==> src/rtl/l1cache_ddr_adapter.sv <==
// Splits one L1 line fill/writeback into a word-wide burst on a ready/valid memory port and assembles fill beats.
// Latency req->done = beats+3 cycles minimum; stalls on mem_cmd_ready/mem_wdata_ready, read beats take no backpressure.
module l1cache_ddr_adapter #(
  parameter int line_size_bits = 256,
  parameter int word_size_bits = 32
) (
  input  logic                      clk,
  input  logic                      rst,
  input  logic [31:0]               l1cache_ddr_addr,
  input  logic [line_size_bits-1:0] l1cache_ddr_wdata,
  input  logic                      ctl_ddr_read_req,
  input  logic                      ctl_ddr_write_req,
  output logic [line_size_bits-1:0] ddr_l1cache_rdata,
  output logic                      ddr_ctl_done,
  output logic                      mem_cmd_v,
  output logic                      mem_cmd_write,
  output logic [31:0]               mem_cmd_addr,
  input  logic                      mem_cmd_ready,
  output logic [word_size_bits-1:0] mem_wdata,
  output logic                      mem_wdata_v,
  input  logic                      mem_wdata_ready,
  input  logic [word_size_bits-1:0] mem_rdata,
  input  logic                      mem_rdata_v
);

  localparam int beats       = line_size_bits / word_size_bits;
  localparam int offset_bits = $clog2(line_size_bits / 8);
  localparam int cnt_bits    = $clog2(beats);
  localparam logic [31:0] align_mask = ~((32'd1 << offset_bits) - 32'd1);
  localparam logic [cnt_bits-1:0] last_cnt = cnt_bits'(beats - 1);

  typedef enum logic [2:0] {IDLE, CMD, WBEAT, RBEAT, DONE} state_t;

  state_t                                   state_q, state_d;
  logic [cnt_bits-1:0]                      cnt_q, cnt_d;
  logic [31:0]                              addr_q;
  logic                                     write_q;
  logic [beats-1:0][word_size_bits-1:0]     wbuf_q;
  logic [beats-1:0][word_size_bits-1:0]     rbuf_q;
  logic                                     rbeat_fire;

  always_comb begin
    state_d      = state_q;
    cnt_d        = cnt_q;
    mem_cmd_v    = 1'b0;
    mem_wdata_v  = 1'b0;
    ddr_ctl_done = 1'b0;
    rbeat_fire   = 1'b0;
    case (state_q)
      IDLE: begin
        if (ctl_ddr_write_req || ctl_ddr_read_req) state_d = CMD;
      end
      CMD: begin
        mem_cmd_v = 1'b1;
        if (mem_cmd_ready) begin
          cnt_d   = '0;
          state_d = write_q ? WBEAT : RBEAT;
        end
      end
      WBEAT: begin
        mem_wdata_v = 1'b1;
        if (mem_wdata_ready) begin
          if (cnt_q == last_cnt) state_d = DONE;
          else                   cnt_d   = cnt_q + 1'b1;
        end
      end
      RBEAT: begin
        if (mem_rdata_v) begin
          rbeat_fire = 1'b1;
          if (cnt_q == last_cnt) state_d = DONE;
          else                   cnt_d   = cnt_q + 1'b1;
        end
      end
      DONE: begin
        ddr_ctl_done = 1'b1;
        state_d      = IDLE;
      end
      default: state_d = IDLE;
    endcase
  end

  always_ff @(posedge clk) begin
    if (rst) begin
      state_q <= IDLE;
      cnt_q   <= '0;
      addr_q  <= '0;
      write_q <= 1'b0;
      wbuf_q  <= '0;
      rbuf_q  <= '0;
    end else begin
      state_q <= state_d;
      cnt_q   <= cnt_d;
      // Write wins a simultaneous request; a still-pending read is taken on a later IDLE visit.
      if (state_q == IDLE) begin
        if (ctl_ddr_write_req) begin
          addr_q  <= l1cache_ddr_addr & align_mask;
          write_q <= 1'b1;
          wbuf_q  <= l1cache_ddr_wdata;
        end else if (ctl_ddr_read_req) begin
          addr_q  <= l1cache_ddr_addr & align_mask;
          write_q <= 1'b0;
        end
      end
      if (rbeat_fire) rbuf_q[cnt_q] <= mem_rdata;
    end
  end

  assign mem_cmd_addr      = addr_q;
  assign mem_cmd_write     = write_q;
  assign mem_wdata         = (state_q == WBEAT) ? wbuf_q[cnt_q] : '0;
  assign ddr_l1cache_rdata = rbuf_q;

endmodule
==> config.mk <==
export PLATFORM = sky130hd
export DESIGN_NAME = l1cache_ddr_adapter
export DESIGN_NICKNAME = d
export VERILOG_FILES = /design/src/rtl/l1cache_ddr_adapter.sv
export SDC_FILE = /design/constraint.sdc
export NUM_CORES = 1
export LEC_CHECK = 0
export ABC_AREA = 1
export BUFFER_PORTS_ARGS = -buffer_cell sky130_fd_sc_hd__buf_2
export CAP_MARGIN = 20
export CORE_AREA = 2 2 254 256
export DETAILED_ROUTE_END_ITERATION = 7
export DIE_AREA = 0 0 256 258
export HOLD_SLACK_MARGIN = 0.05
export MAX_ROUTING_LAYER = met4
export SYNTH_ARGS = -nofsm -noshare
export SYNTH_HDL_FRONTEND = slang
export SYNTH_SLANG_ARGS = --single-unit
==> constraint.sdc <==
create_clock -name clk -period 2.04 [get_ports clk]
set_input_delay 0.102 -clock clk [delete_from_list [all_inputs] [get_ports clk]]
set_output_delay 0.102 -clock clk [all_outputs]
set_load 0.005 [all_outputs]
==> impl_metrics.yaml, run 1 <==
status:
  status: "complete, but fails checks"
  violations: "negative setup slack"
hold_path:
  whs_path_depth: 4
  min-delay-path-class: "primary input to flip-flop"
  hold_path_end: "wbuf_q[223]"
  min_from: "ctl_ddr_write_req"
global_routing:
  use_met2_pct: 44.4
  grt_util_all_layers_pct: 27.1
  grt_use_met3_pct: 6.16
  antenna_found_initial: 7
  first_global_vias: 22172
  met1_usage_pct: 32.5
  grt_first_pass_wirelength_mm: 134
  grt-ovfl-total: 0
  top_usage_layer: "met2"
  grt_max_degree: 85
cells_and_area:
  drive_gt1_share_pct: 25.8
  syn2layout_area_growth_pct: 49.9
  multi_input_area_mm2: 0.00904
  finalNetCount: 4200
  fin_util_pct: 50.7
  fill_cells: 5985
  regArea_mm2: 0.0109
clocking:
  clk_pin_slew_ns: 0.06
  cts_made_buffers: 59
  htree_levels: 2
  tritoncts: "built"
  cts_max_path_buffers: 3
  insertion_delay_ns: 0.63
  cts_sinks: 546
  clockRootBuffer: "clkbuf_16"
sta:
  worst_pin_slew_ns: 0.875
  clock_skew_ns: 0.0193
  hold_viol: 0
  final-setup-viol-count: 36
  slew_violations: 0
  fin_crit_sh_pct: 115
  rsz0062_at_grt: "yes"
  min_period_ns: 2.35
  hold-worst-slack_ns: 0.238
  layout_setup_ws_ns: -0.309
  fmax_ghz: 0.426
  slew_headroom_pct: 41.6
floorplan:
  die_height_um: 258
  core-area_mm2: 0.0636
  ioPinCount: 651
  rows: 93
  die_x_um: 256
  initial_core_util_pct: 33.8
  dieArea_mm2: 0.0660
detailed_routing:
  wl_mm: 92.8
  wl_per_cell_um: 19.4
  via_per_inst: 4.90
  drc: 0
  dr.pass1.iters: 6
  drtIter0Drc: 2230
  ant_nets: 0
  vias: 23414
synth:
  synth_enable_flop_cells: 0
  netlist_instances: 2958
  postSynth.topFlopCell: "dfxtp_1"
  synth_top_area_share_pct: 50.8
  syn_area_per_cell_um2: 7.27
  ys_types: 27
  yosys-top-cells-area: "dfxtp_1 (51%), o21ai_0 (14%), nor2_1 (9.6%), a21oi_1 (7.4%), inv_1 (5.3%)"
  synth_largest_area_cell: "dfxtp_1"
  synth_seq_area_share_pct: 50.8
  synth-seq-cells: 546
  ys_top_cells_by_count: "o21ai_0 (611), nor2_1 (550), dfxtp_1 (546)"
  syn_area_mm2: 0.0215
  synth_most_common_cell: "o21ai_0"
  ys_warn_count: 0
  async_flop_share_pct: 0
setup_path:
  rr_endpoint: "ddr_l1cache_rdata[190]"
  cp.required_ns: 1.94
  r2r_cells: 10
  cp_max_fo: 8
  endpoint_kind: "primary output"
  critPathKind: "flip-flop to primary output"
  crit_arrival_ns: 2.25
  timing.rr.start: "cnt_q[0]"
  cp-start-kind: "flip-flop"
  reg2reg_slack_ns: -0.01
power_and_ir_drop:
  vdd_drop_max_mv: 0.691
  pwr_density_cell_mw_per_mm2: 1070
  leakage_nw: 14.8
run:
  maxCapViolCount: 0
place:
  place.gp.congestion: 0.910
  hpwl_mm: 59.9
  io_buffers: 640
[per-stage QoR]
stage	setup TNS, ns	setup slack, ns	power (mW)	instances	cell area, um2
detailed placement	0	0.123	21.5	4309	25800
global route	-13.72	-0.363	36.2	4774	32300
CTS	-7.85	-0.299	33.8	4751	31600
global placement	0	0.0911	21.4	4309	25800
floorplan	0	0.600	18.1	2962	21500
finish	-7.57	-0.309	34.6	4776	32300
[worst max-delay path by stage]
stage                     startpoint                      to  cells after the start
final                       cnt_q[0]           mem_wdata[26]                      8
after global routing        cnt_q[0]           mem_wdata[26]                      8
after CTS                   cnt_q[0]           mem_wdata[28]                      8
after detailed placement    cnt_q[0]           mem_wdata[28]                      8
after global placement      cnt_q[0]           mem_wdata[28]                      8
after floorplan             cnt_q[0]  ddr_l1cache_rdata[193]                      8
[layer usage]
layer  routed length (um)  vias to the layer above  part of all wire, %
met5                    0                        -                    0
met2                44000                     1080                   47
met4                 3680                        0                  4.0
met3                 7490                      220                  8.1
met1                37600                    10806                   41
li1                     -                    11308                    -
[cell usage in the layout, fill, tap and decap left out, types with 6 or more instances in the layout]
cell,n
dlygate4sd3_1,322
o21ai_1,54
a21oi_1,298
o21ai_2,19
a21oi_2,17
nor2_4,6
o22ai_2,11
nor2_1,541
buf_12,26
nand3_4,8
buf_2,639
buf_4,82
clkbuf_8,16
dfxtp_1,543
diode_2,8
buf_6,7
nand2_2,37
nand3_1,9
nand2_4,13
inv_1,301
nor2_2,11
o22ai_1,12
clkbuf_16,68
nand2_1,238
clkbuf_1,14
o21ai_0,562
[kinds of logic after synthesis]
| group | Yosys count | share of synthesized area, % |
|---|---|---|
| DFF | 546 | 50.8 |
| adders and majority gates | 2 | 0.116 |
| buffers and inverters | 555 | 10.2 |
| AOI/OAI and AO/OA | 988 | 23.1 |
| and+or+nand+nor | 866 | 15.7 |
| other | 1 | 0.0174 |
[flip-flops by register name (all words and copies together) (netlist names)]
register           flops
cnt_q                  3
ddr_l1cache_rdata    256
mem_cmd_addr          27
mem_cmd_write          1
state_q                3
wbuf_q               256
[final cells by class]
cell class              count  share of cell area (%)
multi-input cells        1862                    28.0
well taps                 855                    3.32
inverters                 309                    3.64
diodes                      8                  0.0621
repair buffers           1093                    24.9
clock inverters            14                   0.655
flip-flops and latches    546                    33.9
clock buffers              89                    5.42
[where the power goes]
part	switching [mW]	leakage [nW]	total (mW)	internal, mW
clock network	4.55	0.968	11.0	6.40
logic	6.33	9.35	10.4	4.04
registers	0.748	4.46	13.2	12.5
[worst max-delay path, stage by stage, from the launching register on]
cell and delay (ns):
dfxtp_4 0.47, buf_12 0.21, nand3_4 0.15, buf_12 0.19, o22ai_2 0.14, nor2_1 0.08
a21oi_2 0.14, buf_4 0.14, buf_2 0.11
[timing repair]
action | in CTS | in global routing
cloned | 5 | 11
hold endpoints to repair | 543 | 0
pin swaps | 14 | 47
buffers inserted | 12 | 9
gates resized for setup | 133 | 98
setup endpoints to repair | 32 | 34
hold buffers | 322 | 0
Note: power is estimated with default switching activity, not from simulation.
==> run 2: changes to the inputs <==
ABC_AREA = 0   (was 1)
BUFFER_PORTS_ARGS = not set   (was -buffer_cell sky130_fd_sc_hd__buf_2)
CORE_AREA = 2 2 255 257   (was 2 2 254 256)
DIE_AREA = 0 0 257 259   (was 0 0 256 258)
DONT_BUFFER_PORTS = 1   (was not set)
==> run 2 against run 1 <==
The flow finishes with violations (negative hold slack, negative setup slack). Setup slack better by 0.037 ns. Critical path type unchanged. Sequential power fell by 11%. Global-route usage shrank 1.6 points. Largest power group unchanged. Via count fell by 14%. Largest cell class unchanged.
==> impl_metrics.yaml, run 2 <==
sta:
  clock_skew_ns: 0.0424
  final-setup-viol-count: 32
  slew_headroom_pct: 7.81
  hold-worst-slack_ns: -0.423
  worst_pin_slew_ns: 1.38
  layout_setup_ws_ns: -0.272
  hold_viol: 343
  rsz0062_at_grt: "yes"
  fmax_ghz: 0.432
  fin_crit_sh_pct: 113
  min_period_ns: 2.31
  slew_violations: 0
floorplan:
  die_height_um: 259
  dieArea_mm2: 0.0666
  ioPinCount: 651
  initial_core_util_pct: 33.4
  rows: 93
  die_x_um: 257
  core-area_mm2: 0.0639
cells_and_area:
  syn2layout_area_growth_pct: 36.5
  instances_no_fill: 3913
  final_cell_mix: "nand2_1 (1097), a21oi_1 (554), dfxtp_1 (542)"
  fill_cells: 6153
  fin_util_pct: 45.6
  layout_commonest_cell: "nand2_1"
  finalNetCount: 3324
  drive_gt1_share_pct: 13.6
synth:
  synth_enable_flop_cells: 0
  synth_most_common_cell: "nand2_1"
  synth_top_area_share_pct: 51.2
  netlist_instances: 2689
  yosys-top-cells-area: "dfxtp_1 (51%), nand2_1 (20%), a21oi_1 (13%), mux4_2 (3.2%), buf_4 (2.2%)"
  synth_seq_area_share_pct: 51.2
  synth_largest_area_cell: "dfxtp_1"
  synth-seq-cells: 546
  postSynth.topFlopCell: "dfxtp_1"
  syn_area_per_cell_um2: 7.94
  ys_types: 52
  ys_top_cells_by_count: "nand2_1 (1113), a21oi_1 (571), dfxtp_1 (546)"
  async_flop_share_pct: 0
  ys_warn_count: 0
  syn_area_mm2: 0.0214
status:
  status: "complete, but fails checks"
  violations: "negative hold slack, negative setup slack"
detailed_routing:
  wl_mm: 87.7
  dr.pass1.iters: 6
  ant_nets: 0
  vias: 20104
  drc: 0
  wl_per_cell_um: 22.4
  drtIter0Drc: 1860
  via_per_inst: 5.14
setup_path:
  worst_path_largest_cell_delay_ns: 0.61
  cp_common_cell: "buf_12"
  endpoint_kind: "primary output"
  crit_slowest_cell: "mux4_2"
  cp_max_fo: 5
  crit_family: "multiplexers"
  cp.required_ns: 1.94
  critPathKind: "flip-flop to primary output"
  path_buf_inv: 2
  cp-start-kind: "flip-flop"
  crit_chain: "buf_12, buf_12, mux4_2, o211a_4"
  crit_arrival_ns: 2.21
global_routing:
  antenna_found_initial: 11
  grt_max_degree: 547
  grt-ovfl-total: 0
  first_global_vias: 19193
  grt_util_all_layers_pct: 25.4
  grt_first_pass_wirelength_mm: 125
clocking:
  tritoncts: "built"
  cts_made_buffers: 59
  clk_pin_slew_ns: 0.06
  cts_sinks: 546
  cts_max_path_buffers: 3
  clockRootBuffer: "clkbuf_16"
  insertion_delay_ns: 0.63
  htree_levels: 2
power_and_ir_drop:
  pwr_density_cell_mw_per_mm2: 912
  leakage_nw: 10.2
  vdd_drop_max_mv: 0.715
place:
  placedCellCount: 3391
  place.gp.congestion: 0.878
  io_buffers: 0
  hpwl_mm: 58.3
run:
  maxCapViolCount: 0
hold_path:
  min-delay-path-class: "primary input to flip-flop"
-- run 2: cell count changes after synthesis, moves of 29 or more --
cell      before   now
a21oi_1      320   571
buf_1         39     4
buf_4          6    62
clkbuf_1     139   107
inv_1        302     3
mux4_2         0    30
nand2_1      287  1113
nor2_1       550    14
o21ai_0      611     5
o21ai_1       29     0
-- run 2: kinds of logic (layout without fill, tap and decap cells) --
logic type      Yosys count  count (layout)  share of synthesized area, %
other cells               1              17                        0.0176
buf+inv                 252             605                          6.19
compound gates          644             644                          16.1
simple gates           1181            1181                          21.6
fa+ha+maj                 2               2                         0.117
mux                      63              63                          4.80
flops                   546             546                          51.2
-- run 2: what timing repair did --
action                                 4_1_cts  5_1_grt
setup buffers                               43       12
endpoints found under the hold margin      546      544
setup endpoints to repair                   33       47
pin swaps                                   51       18
cloned                                       4        1
gates resized for setup                    141       38
hold buffers                               326       14
-- run 2: final timing paths --
kind | slack (ns) | cells after the start | end | startpoint
max reg2reg | 0.04 | 10 | cnt_q[2] | cnt_q[0]
max | -0.27 | 4 | mem_wdata[5] | cnt_q[0]
min reg2reg | 0.45 | 2 | wbuf_q[254] | wbuf_q[254]
min | -0.42 | 1 | ddr_l1cache_rdata[223] | rst
-- run 2: where the power goes --
group | switching (mW) | internal [mW] | leakage, nW | total, mW
registers | 0.422 | 11.2 | 4.44 | 11.7
logic | 1.89 | 1.51 | 4.70 | 3.40
clock network | 4.70 | 6.82 | 1.03 | 11.5
-- run 2: final cells by class --
| class | count | area (um2) | share of cell area, % |
|---|---|---|---|
| Antenna cell | 12 | 30.0 | 0.103 |
| Tap cell | 855 | 1070 | 3.67 |
| Sequential cell | 546 | 10900 | 37.5 |
| Clock inverter | 24 | 342 | 1.17 |
| Inverter | 4 | 20.0 | 0.0687 |
| Clock buffer | 88 | 1780 | 6.09 |
| Multi-Input combinational cell | 1895 | 9760 | 33.5 |
| Timing Repair Buffer | 489 | 5220 | 17.9 |
-- run 2: stage by stage --
| step | TNS (ns) | power, mW | worst slack [ns] | instance area (um2) |
|---|---|---|---|---|
| CTS | -7.55 | 26.5 | -0.309 | 28700 |
| global placement | 0 | 14.1 | 0.0972 | 22200 |
| detailed placement | 0 | 14.1 | 0.0710 | 22200 |
| global route | -8.69 | 27.5 | -0.334 | 29200 |
| floorplan | 0 | 13.6 | 0.421 | 21400 |
| finish | -6.41 | 26.6 | -0.272 | 29200 |
-- run 2: routing by layer --
layer	GRT usage (%)	routed length, um	vias up	part of all wire, %
met2	43.7	44000	855	50
met3	6.19	6440	191	7.3
li1	-	-	9475	-
met5	-	0	-	0
met4	10.6	3740	0	4.3
met1	28.1	33500	9583	38
==> run 3: changes to the inputs <==
CELL_PAD_IN_SITES_DETAIL_PLACEMENT = 0   (was not set)
CELL_PAD_IN_SITES_GLOBAL_PLACEMENT = 1   (was not set)
CORE_AREA = 2 2 256 258   (was 2 2 255 257)
DIE_AREA = 0 0 258 260   (was 0 0 257 259)
HOLD_SLACK_MARGIN = 0.08   (was 0.05)
PLACE_DENSITY_LB_ADDON = 0.1   (was not set)
==> run 3 against run 2 <==
The run ends with negative hold slack, max-slew violations, negative setup slack left. Cell count shrank 0.61%. Critical path depth is 1 higher. First-iteration DRC count is 29% lower. Critical endpoint is now mem_wdata[24]. Largest cell class unchanged.
==> impl_metrics.yaml, run 3 (synthesis gave the netlist of run 2 again) <==
status:
  status: "complete, but fails checks"
  violations: "negative hold slack, max-slew violations, negative setup slack"
floorplan:
  rows: 93
  die_x_um: 258
  die_height_um: 260
  initial_core_util_pct: 33.3
  ioPinCount: 651
  dieArea_mm2: 0.0671
  core-area_mm2: 0.0641
setup_path:
  timing.rr.start: "state_q[1]"
  r2r_cells: 8
  cp_max_fo: 9
  cp.required_ns: 1.94
  rr_endpoint: "wbuf_q[189]"
  crit_arrival_ns: 2.24
  cp-start-kind: "flip-flop"
  critPathKind: "flip-flop to primary output"
  endpoint_kind: "primary output"
  reg2reg_slack_ns: -0.01
sta:
  fmax_ghz: 0.427
  rsz0062_at_grt: "yes"
  worst_pin_slew_ns: 1.69
  layout_setup_ws_ns: -0.301
  fin_crit_sh_pct: 115
  hold-worst-slack_ns: -0.397
  min_period_ns: 2.34
  final-setup-viol-count: 33
  hold_viol: 217
  slew_violations: 158
  finalSetupTns_ns: -6.18
  clock_skew_ns: 0.0229
  slew_headroom_pct: -12.8
run:
  maxCapViolCount: 0
cells_and_area:
  syn2layout_area_growth_pct: 35.8
  fill_cells: 6478
  multi_input_area_mm2: 0.00978
  final_cell_mix: "nand2_1 (1091), a21oi_1 (546), dfxtp_1 (541)"
  finalNetCount: 3301
  instances_no_fill: 3889
  drive_gt1_share_pct: 13.8
  fin_util_pct: 45.2
  layout_commonest_cell: "nand2_1"
  regArea_mm2: 0.0109
detailed_routing:
  wl_mm: 90.0
  ant_nets: 0
  drc: 0
  drtIter0Drc: 1326
  wl_per_cell_um: 23.2
  vias: 19727
  dr.pass1.iters: 6
  via_per_inst: 5.07
clocking:
  cts_max_path_buffers: 3
  clockRootBuffer: "clkbuf_16"
  tritoncts: "built"
  clk_pin_slew_ns: 0.06
  cts_sinks: 546
  cts_made_buffers: 61
  insertion_delay_ns: 0.62
  htree_levels: 2
global_routing:
  grt_first_pass_wirelength_mm: 126
  antenna_found_initial: 19
  grt-ovfl-total: 0
  grt_max_degree: 547
  first_global_vias: 18820
  grt_util_all_layers_pct: 25.7
power_and_ir_drop:
  pwr-share-comb_pct: 13.3
  p_switching_mw: 6.84
  vdd_drop_max_mv: 0.702
  sw_frac_of_total_pct: 25.7
  pwr_density_cell_mw_per_mm2: 919
  total_power_mw: 26.7
  power_frac_clock_pct: 43.0
  seq_power_share_pct: 43.7
  intPower_mw: 19.8
  leakage_nw: 10.1
place:
  io_buffers: 0
  placedCellCount: 3381
  dp_slack_ns: -0.0193
  hpwl_mm: 60.3
  place.gp.congestion: 0.837
hold_path:
  whs_path_depth: 1
  min_from: "rst"
  hold_path_end: "mem_cmd_addr[20]"
  min-delay-path-class: "primary input to flip-flop"
-- run 3: power groups by stage --
stage	Clock (mW)	Combinational, mW	Sequential, mW
final	11.5	3.56	11.6
after global placement	0	2.24	11.8
after CTS	11.7	3.07	11.6
after global routing	12.1	3.85	11.7
after floorplan	0	1.89	11.7
after detailed placement	0	2.28	11.8
-- run 3: per-stage QoR --
step                hold slack (ns)  area (um2)
detailed placement            0.215       22100
global route                 -0.444       29000
finish                       -0.397       29000
global placement              0.206       22100
CTS                          -0.463       27700
floorplan                     0.238       21400
-- run 3: critical path, stage by stage, from the launching register on --
cell and delay [ns]:
dfxtp_4 0.43, buf_12 0.17, mux2_4 0.35, a221oi_2 0.26, o221ai_1 0.18, and2_4 0.22
-- run 3: cell type report --
class	instances	share of cell area (%)
well taps	855	3.69
multi-input cells	1895	33.7
inverters	4	0.0733
repair buffers	463	17.5
diodes	16	0.138
flip-flops and latches	546	37.8
repair inverters	1	0.0259
clock buffers	90	6.17
clock inverters	19	0.979
-- run 3: what timing repair did --
item,CTS,global route
cloned,1,10
gates resized for setup,116,94
hold endpoints to repair,546,540
pin swaps,16,40
hold buffers,282,48
setup buffers,23,33
endpoints found under the setup margin,33,83
-- run 3: routing by layer --
metal	vias to the layer above	track usage (%)	wire (um)
met5	-	-	0
met4	0	6.65	1900
met3	114	6.75	6360
met2	638	46.8	47500
met1	9527	27.6	34300
li1	9448	-	-
-- run 3: worst max-delay path by stage --
| stage | from | slack (ns) | end |
|---|---|---|---|
| 2_1_floorplan | cnt_q[0] | 0.42 | mem_wdata[5] |
| 3_3_place_gp | cnt_q[1] | -0.04 | mem_wdata[1] |
| 3_5_place_dp | cnt_q[1] | -0.02 | mem_wdata[1] |
| 4_1_cts | cnt_q[1] | -0.35 | mem_wdata[1] |
| 5_1_grt | cnt_q[1] | -0.35 | mem_wdata[18] |
| 6_report | cnt_q[1] | -0.30 | mem_wdata[24] |
